File: src/rtl/mem_arb_pkg.sv
`default_nettype none
// mem_arb_pkg: state/owner types and byte-enable helpers shared by the
// unified memory arbiter and its lane-alignment datapath.

package mem_arb_pkg;

  typedef enum logic [1:0] {
    IDLE   = 2'd0,
    ACCESS = 2'd1,
    WAIT   = 2'd2,
    DONE   = 2'd3
  } state_e;

  typedef enum logic {
    FETCH = 1'b0,
    DATA  = 1'b1
  } owner_e;

  localparam logic [3:0] BE_WORD = 4'b1111;

  function automatic logic [3:0] lane_be(input logic [1:0] lane);
    return 4'b0001 << lane;
  endfunction

endpackage

`default_nettype wire

File: src/rtl/byte_lane_align.sv
`default_nettype none
// byte_lane_align: combinational byte-lane steering for lbu/sb versus lw/sw,
// producing byte enables, replicated store data and zero-extended load data.

module byte_lane_align
  import mem_arb_pkg::*;
(
  input  logic        byte_i,
  input  logic        we_i,
  input  logic [1:0]  lane_i,
  input  logic [31:0] wdata_i,
  input  logic [31:0] rdata_i,
  output logic [3:0]  be_o,
  output logic [31:0] wdata_o,
  output logic [31:0] rdata_o
);

  always_comb begin
    be_o    = byte_i ? lane_be(lane_i) : BE_WORD;
    wdata_o = 32'd0;
    if (we_i) begin
      // Byte stores replicate the low byte so any enabled lane sees it.
      wdata_o = byte_i ? {4{wdata_i[7:0]}} : wdata_i;
    end
    rdata_o = byte_i ? {24'd0, rdata_i[{lane_i, 3'b000} +: 8]} : rdata_i;
  end

endmodule

`default_nettype wire

File: src/rtl/unified_mem_arbiter.sv
`default_nettype none
// unified_mem_arbiter: shares one fixed-latency single-port memory between
// instruction fetch and load/store, with bounded data priority over fetch.

module unified_mem_arbiter
  import mem_arb_pkg::*;
#(
  parameter int AW          = 32,
  parameter int MEM_LAT     = 2,
  parameter int MAX_DSTREAK = 4
) (
  input  logic          clk,
  input  logic          rst_n,
  input  logic          if_req,
  input  logic [AW-1:0] if_addr,
  output logic [31:0]   if_rdata,
  output logic          if_valid,
  input  logic          d_req,
  input  logic          d_we,
  input  logic          d_byte,
  input  logic [AW-1:0] d_addr,
  input  logic [31:0]   d_wdata,
  output logic [31:0]   d_rdata,
  output logic          d_valid,
  output logic          mem_en,
  output logic          mem_we,
  output logic [3:0]    mem_be,
  output logic [AW-1:0] mem_addr,
  output logic [31:0]   mem_wdata,
  input  logic [31:0]   mem_rdata,
  output logic          busy
);

  localparam int SW = $clog2(MAX_DSTREAK + 1);
  localparam logic [SW-1:0] STREAK_MAX = SW'(MAX_DSTREAK);
  localparam logic [3:0]    LAT_LOAD   = 4'(MEM_LAT - 1);

  state_e        state_q;
  owner_e        owner_q;
  logic [SW-1:0] streak_q;
  logic [SW-1:0] streak_d;
  logic [3:0]    lat_q;
  logic          byte_q;
  logic [1:0]    lane_q;
  logic          mem_en_q;
  logic          mem_we_q;
  logic [3:0]    mem_be_q;
  logic [AW-1:0] mem_addr_q;
  logic [31:0]   mem_wdata_q;
  logic [31:0]   if_rdata_q;
  logic [31:0]   d_rdata_q;
  logic          if_valid_q;
  logic          d_valid_q;

  logic          grant_data;
  logic          grant_fetch;
  logic          align_byte;
  logic [1:0]    align_lane;
  logic [3:0]    align_be;
  logic [31:0]   align_wdata;
  logic [31:0]   align_rdata;
  logic          unused_if_lane;

  assign unused_if_lane = ^if_addr[1:0];

  // A full data streak hands the next slot to a waiting fetch.
  assign grant_data  = d_req && !(if_req && (streak_q == STREAK_MAX));
  assign grant_fetch = if_req && !grant_data;
  assign streak_d    = (streak_q == STREAK_MAX) ? streak_q : streak_q + 1'b1;

  // Store-side lanes come straight from the inputs at grant; load extraction
  // later uses the captured lane so input changes mid-flight are harmless.
  assign align_byte = (state_q == IDLE) ? d_byte      : byte_q;
  assign align_lane = (state_q == IDLE) ? d_addr[1:0] : lane_q;

  byte_lane_align u_align (
    .byte_i  (align_byte),
    .we_i    (d_we),
    .lane_i  (align_lane),
    .wdata_i (d_wdata),
    .rdata_i (mem_rdata),
    .be_o    (align_be),
    .wdata_o (align_wdata),
    .rdata_o (align_rdata)
  );

  always_ff @(posedge clk or negedge rst_n) begin
    if (!rst_n) begin
      state_q     <= IDLE;
      owner_q     <= FETCH;
      streak_q    <= '0;
      lat_q       <= '0;
      byte_q      <= 1'b0;
      lane_q      <= '0;
      mem_en_q    <= 1'b0;
      mem_we_q    <= 1'b0;
      mem_be_q    <= '0;
      mem_addr_q  <= '0;
      mem_wdata_q <= '0;
      if_rdata_q  <= '0;
      d_rdata_q   <= '0;
      if_valid_q  <= 1'b0;
      d_valid_q   <= 1'b0;
    end else begin
      mem_en_q   <= 1'b0;
      if_valid_q <= 1'b0;
      d_valid_q  <= 1'b0;
      case (state_q)
        IDLE: begin
          if (grant_data) begin
            state_q     <= ACCESS;
            owner_q     <= DATA;
            streak_q    <= streak_d;
            byte_q      <= d_byte;
            lane_q      <= d_addr[1:0];
            mem_en_q    <= 1'b1;
            mem_we_q    <= d_we;
            mem_be_q    <= align_be;
            mem_addr_q  <= {d_addr[AW-1:2], 2'b00};
            mem_wdata_q <= align_wdata;
          end else if (grant_fetch) begin
            state_q     <= ACCESS;
            owner_q     <= FETCH;
            streak_q    <= '0;
            byte_q      <= 1'b0;
            lane_q      <= '0;
            mem_en_q    <= 1'b1;
            mem_we_q    <= 1'b0;
            mem_be_q    <= BE_WORD;
            mem_addr_q  <= {if_addr[AW-1:2], 2'b00};
            mem_wdata_q <= '0;
          end
        end
        ACCESS: begin
          lat_q   <= LAT_LOAD;
          state_q <= WAIT;
        end
        WAIT: begin
          if (lat_q == '0) begin
            state_q <= DONE;
            if (owner_q == FETCH) begin
              if_rdata_q <= mem_rdata;
              if_valid_q <= 1'b1;
            end else begin
              d_valid_q <= 1'b1;
              if (!mem_we_q) begin
                d_rdata_q <= align_rdata;
              end
            end
          end else begin
            lat_q <= lat_q - 4'd1;
          end
        end
        DONE: begin
          state_q <= IDLE;
        end
        default: begin
          state_q <= IDLE;
        end
      endcase
    end
  end

  assign if_rdata  = if_rdata_q;
  assign if_valid  = if_valid_q;
  assign d_rdata   = d_rdata_q;
  assign d_valid   = d_valid_q;
  assign mem_en    = mem_en_q;
  assign mem_we    = mem_we_q;
  assign mem_be    = mem_be_q;
  assign mem_addr  = mem_addr_q;
  assign mem_wdata = mem_wdata_q;
  assign busy      = (state_q != IDLE);

endmodule

`default_nettype wire

File: config.mk
export PLATFORM = sky130hd
export DESIGN_NAME = unified_mem_arbiter
export DESIGN_NICKNAME = d
export VERILOG_FILES = /design/src/rtl/mem_arb_pkg.sv /design/src/rtl/byte_lane_align.sv /design/src/rtl/unified_mem_arbiter.sv
export SDC_FILE = /design/constraint.sdc
export NUM_CORES = 1
export LEC_CHECK = 0
export ABC_AREA = 1
export BUFFER_PORTS_ARGS = -buffer_cell sky130_fd_sc_hd__buf_2
export CAP_MARGIN = 15
export CORE_ASPECT_RATIO = 2
export CORE_UTILIZATION = 35
export CTS_BUF_LIST = sky130_fd_sc_hd__clkbuf_4 sky130_fd_sc_hd__clkbuf_8
export CTS_CLUSTER_DIAMETER = 120
export DETAILED_ROUTE_END_ITERATION = 10
export PLACE_DENSITY = 0.64
export RECOVER_POWER = 100
export SLEW_MARGIN = 30
export SYNTH_ARGS = -nofsm -noshare
export SYNTH_HDL_FRONTEND = slang
export SYNTH_SLANG_ARGS = --single-unit
File: constraint.sdc
create_clock -name clk -period 1.9 [get_ports clk]
set_input_delay 0.095 -clock clk [delete_from_list [all_inputs] [get_ports clk]]
set_output_delay 0.095 -clock clk [all_outputs]
set_load 0.05 [all_outputs]
==> impl_metrics.yaml <==
timing:
  rsz0062_at_grt: "false"
  finalSetupTns_ns: 0
  setup_viol: 0
  fin_ws_ns: 0.1406
  hold_ws_ns: 0.02982
  final-hold-violation-count: 0
  max_freq_mhz: 568.4
  worst_slew_pin_slew_ns: 1.408
  slew_violations: 0
  skew_ns: 0.01719
  period_minus_slack_ns: 1.759
  period_share: 0.9260
  slew_headroom: 0.06126
power_and_ir_drop:
  vdd_drop_max_uv: 880.5
  powerDensity_mw_per_mm2: 1909
  p_leak_nw: 4.764
die:
  coreArea_mm2: 0.01831
  start_util: 0.3564
  rows: 70
  die_area_mm2: 0.01922
  die_x_um: 98.54
  pin_count: 271
  fp.dieH_um: 195.1
logic_synthesis:
  synth.area.top_cells: "dfrtp_1 56%, nand2_1 13%, a21oi_1 8.3%"
  synth_edf_count: 0
  synth_area_mm2: 0.006524
  syn_inst: 754
  yosys-top-cells-count: "219 x nand2_1, 147 x dfrtp_1, 108 x a21oi_1"
  yosysUniqueCellTypes: 30
  synth_top_area_cell: "dfrtp_1"
  synth_top_cell_area_share: 0.5639
  yosys_warnings: 0
  avgSynthCellArea_um2: 8.652
  async_flop_share: 1.000
  seq_area_frac_synth: 0.5639
  synth.most_common_cell: "nand2_1"
  synth-seq-cells: 147
  synth-main-ff-cell: "dfrtp_1"
worst_setup_path:
  crit_type: "register to register"
  crit_slowest_cell: "dfrtp_1"
  start_kind: "register"
  worstPathArrival_ns: 2.12
  slowest_delay_ns: 0.39
  crit_path_end_kind: "register"
  required_ns: 2.26
  crit_path_cell_trace: "inv_1 -> ha_2 -> inv_2 -> nand2_2 -> nand2_4 -> inv_4 -> clkbuf_2 -> nand2_1 -> o21ai_0"
  critPathMaxFanout: 12
outcome:
  run_status: "complete, but fails checks"
  violations: "DRC"
placed_design:
  gp_congestion: 0.8366
  io_buffers: 266
  placedCellCount: 1217
  place_hpwl_mm: 15.64
  place_ws_ns: 0.1085
final_layout:
  seqCellArea_mm2: 0.003679
  fillers: 1746
  nets: 1283
  antenna_cells: 0
  multi_input_area_mm2: 0.002534
  stdcell_count: 1371
  drive_gt1_frac: 0.1775
  syn_to_final_growth_pct: 47.51
drt:
  wirelength_mm: 22.76
  vias: 6762
  vias_per_cell: 4.932
  drc: 16
  drtPass1Iterations: 8
  wl_per_cell_um: 16.60
  ant_nets: 0
  first_iter_violations: 283
global_routing:
  grt_use_total: 0.2413
  grt_overflow: 0
  use_met1: 0.2604
  gr-usage-met3: 0.04009
  grt_pass1_wl_mm: 35.65
  grt_busiest_layer: "met2"
  antenna_found_initial: 0
  grt_pass1_vias: 6838
  grt_max_degree: 54
  met2_usage: 0.4382
clock_tree:
  h-tree-depth: 4
  cts_tree: "yes"
  clk_latency_ns: 0.45
  clock_path_buffers: 2
  clock-root-buffer: "clkbuf_8"
  numCtsBuffers: 17
  clkSlewWorstSetupHoldPaths_ns: 0.09
  clock_sinks: 147
flow_run:
  drv_cap: 0
hold_path:
  hold_class: "input pin to register"
==> placed cells by master, fill, tap and decap left out, drive strengths merged <==
cell,n
a21oi,108
a31oi,2
o21ai,65
conb,2
nor2,49
nand4,1
xnor2,1
dfrtp,147
nand2,227
nor3,1
clkinvlp,1
buf,151
o31ai,1
ha,7
clkinv,8
nor4,1
a22oi,1
bufinv,2
a21o,24
dlygate4sd3,122
nand3,44
clkbuf,159
o22ai,3
inv,27
a22o,1
==> worst max-delay path: cells and delay by family (launching register included) <==
kind	cells	cell delay, ns
buf+inv	4	0.65
fa+ha+maj	1	0.25
simple gates	3	0.23
compound gates	1	0.15
flops	1	0.39
==> power breakdown <==
part	internal, mW	total, mW	switching [mW]
clock	1.22	2.50	1.29
sequential	4.57	5.36	0.791
combinational	2.32	10.5	8.19
==> state kept, by name, indices dropped and copies added (netlist names) <==
name,cells
streak_q,3
owner_q,1
byte_q,1
mem_we,1
if_valid,1
mem_addr,30
if_rdata,32
mem_en,1
mem_be,4
d_valid,1
lane_q,2
state_q,2
lat_q,4
d_rdata,32
mem_wdata,32
==> repair_timing <==
item                                    4_1_cts  5_1_grt
endpoints found under the hold margin       175        0
resized for setup                             0        1
endpoints found under the setup margin        0       12
buffers inserted                              0        0
hold buffers                                122        0
==> per-layer routing <==
metal	part of all wire	up-vias
met5	0	-
met4	0.045	0
met3	0.043	64
met2	0.54	260
met1	0.37	3173
li1	-	3265
==> kinds of logic (layout without fill, tap and decap cells) <==
group / Yosys count / in the layout / synth area share
adders and majority gates: 7 / 7 / 0.01342
DFF: 147 / 147 / 0.5639
AOI/OAI and AO/OA: 205 / 205 / 0.1688
xor gates and xnor gates: 1 / 1 / 0.001343
buffers and inverters: 70 / 470 / 0.05083
other: 1 / 2 / 0.0005748
and+or+nand+nor: 323 / 323 / 0.2012
==> metrics by stage <==
step	total power [mW]	util	cell area, µm²
5_1_grt	19.48	0.5257	9623
4_1_cts	18.87	0.5363	9817
3_5_place_dp	16.11	0.4477	8195
6_report	18.37	0.5257	9623
2_1_floorplan	13.16	-	6528
3_3_place_gp	15.96	0.4477	8195
==> final timing paths <==
check	startpoint	to	slack, ns	cells after the start
max in group asynchronous	rst_n	d_rdata[12]$_DFFE_PN0P_	0.30	3
hold / removal	d_wdata[20]	mem_wdata[20]$_DFFE_PN0P_	0.03	4
setup reg to reg	state_q[1]$_DFFE_PN0P_	d_rdata[30]$_DFFE_PN0P_	0.14	9
setup / recovery	state_q[1]$_DFFE_PN0P_	d_rdata[30]$_DFFE_PN0P_	0.14	9
min in group asynchronous	rst_n	mem_wdata[23]$_DFFE_PN0P_	0.49	2
hold reg to reg	mem_wdata[28]$_DFFE_PN0P_	mem_wdata[28]$_DFFE_PN0P_	0.48	1
==> area by class of cell <==
| cell class | instances | share of cell area |
|---|---|---|
| clock buffers | 18 | 0.02574 |
| clock inverters | 14 | 0.01586 |
| inverters | 24 | 0.009622 |
| multi-input cells | 538 | 0.2633 |
| flip-flops and latches | 147 | 0.3823 |
| well taps | 216 | 0.02808 |
| repair buffers | 414 | 0.2751 |
No activity file was read; power rests on OpenSTA's default activity.
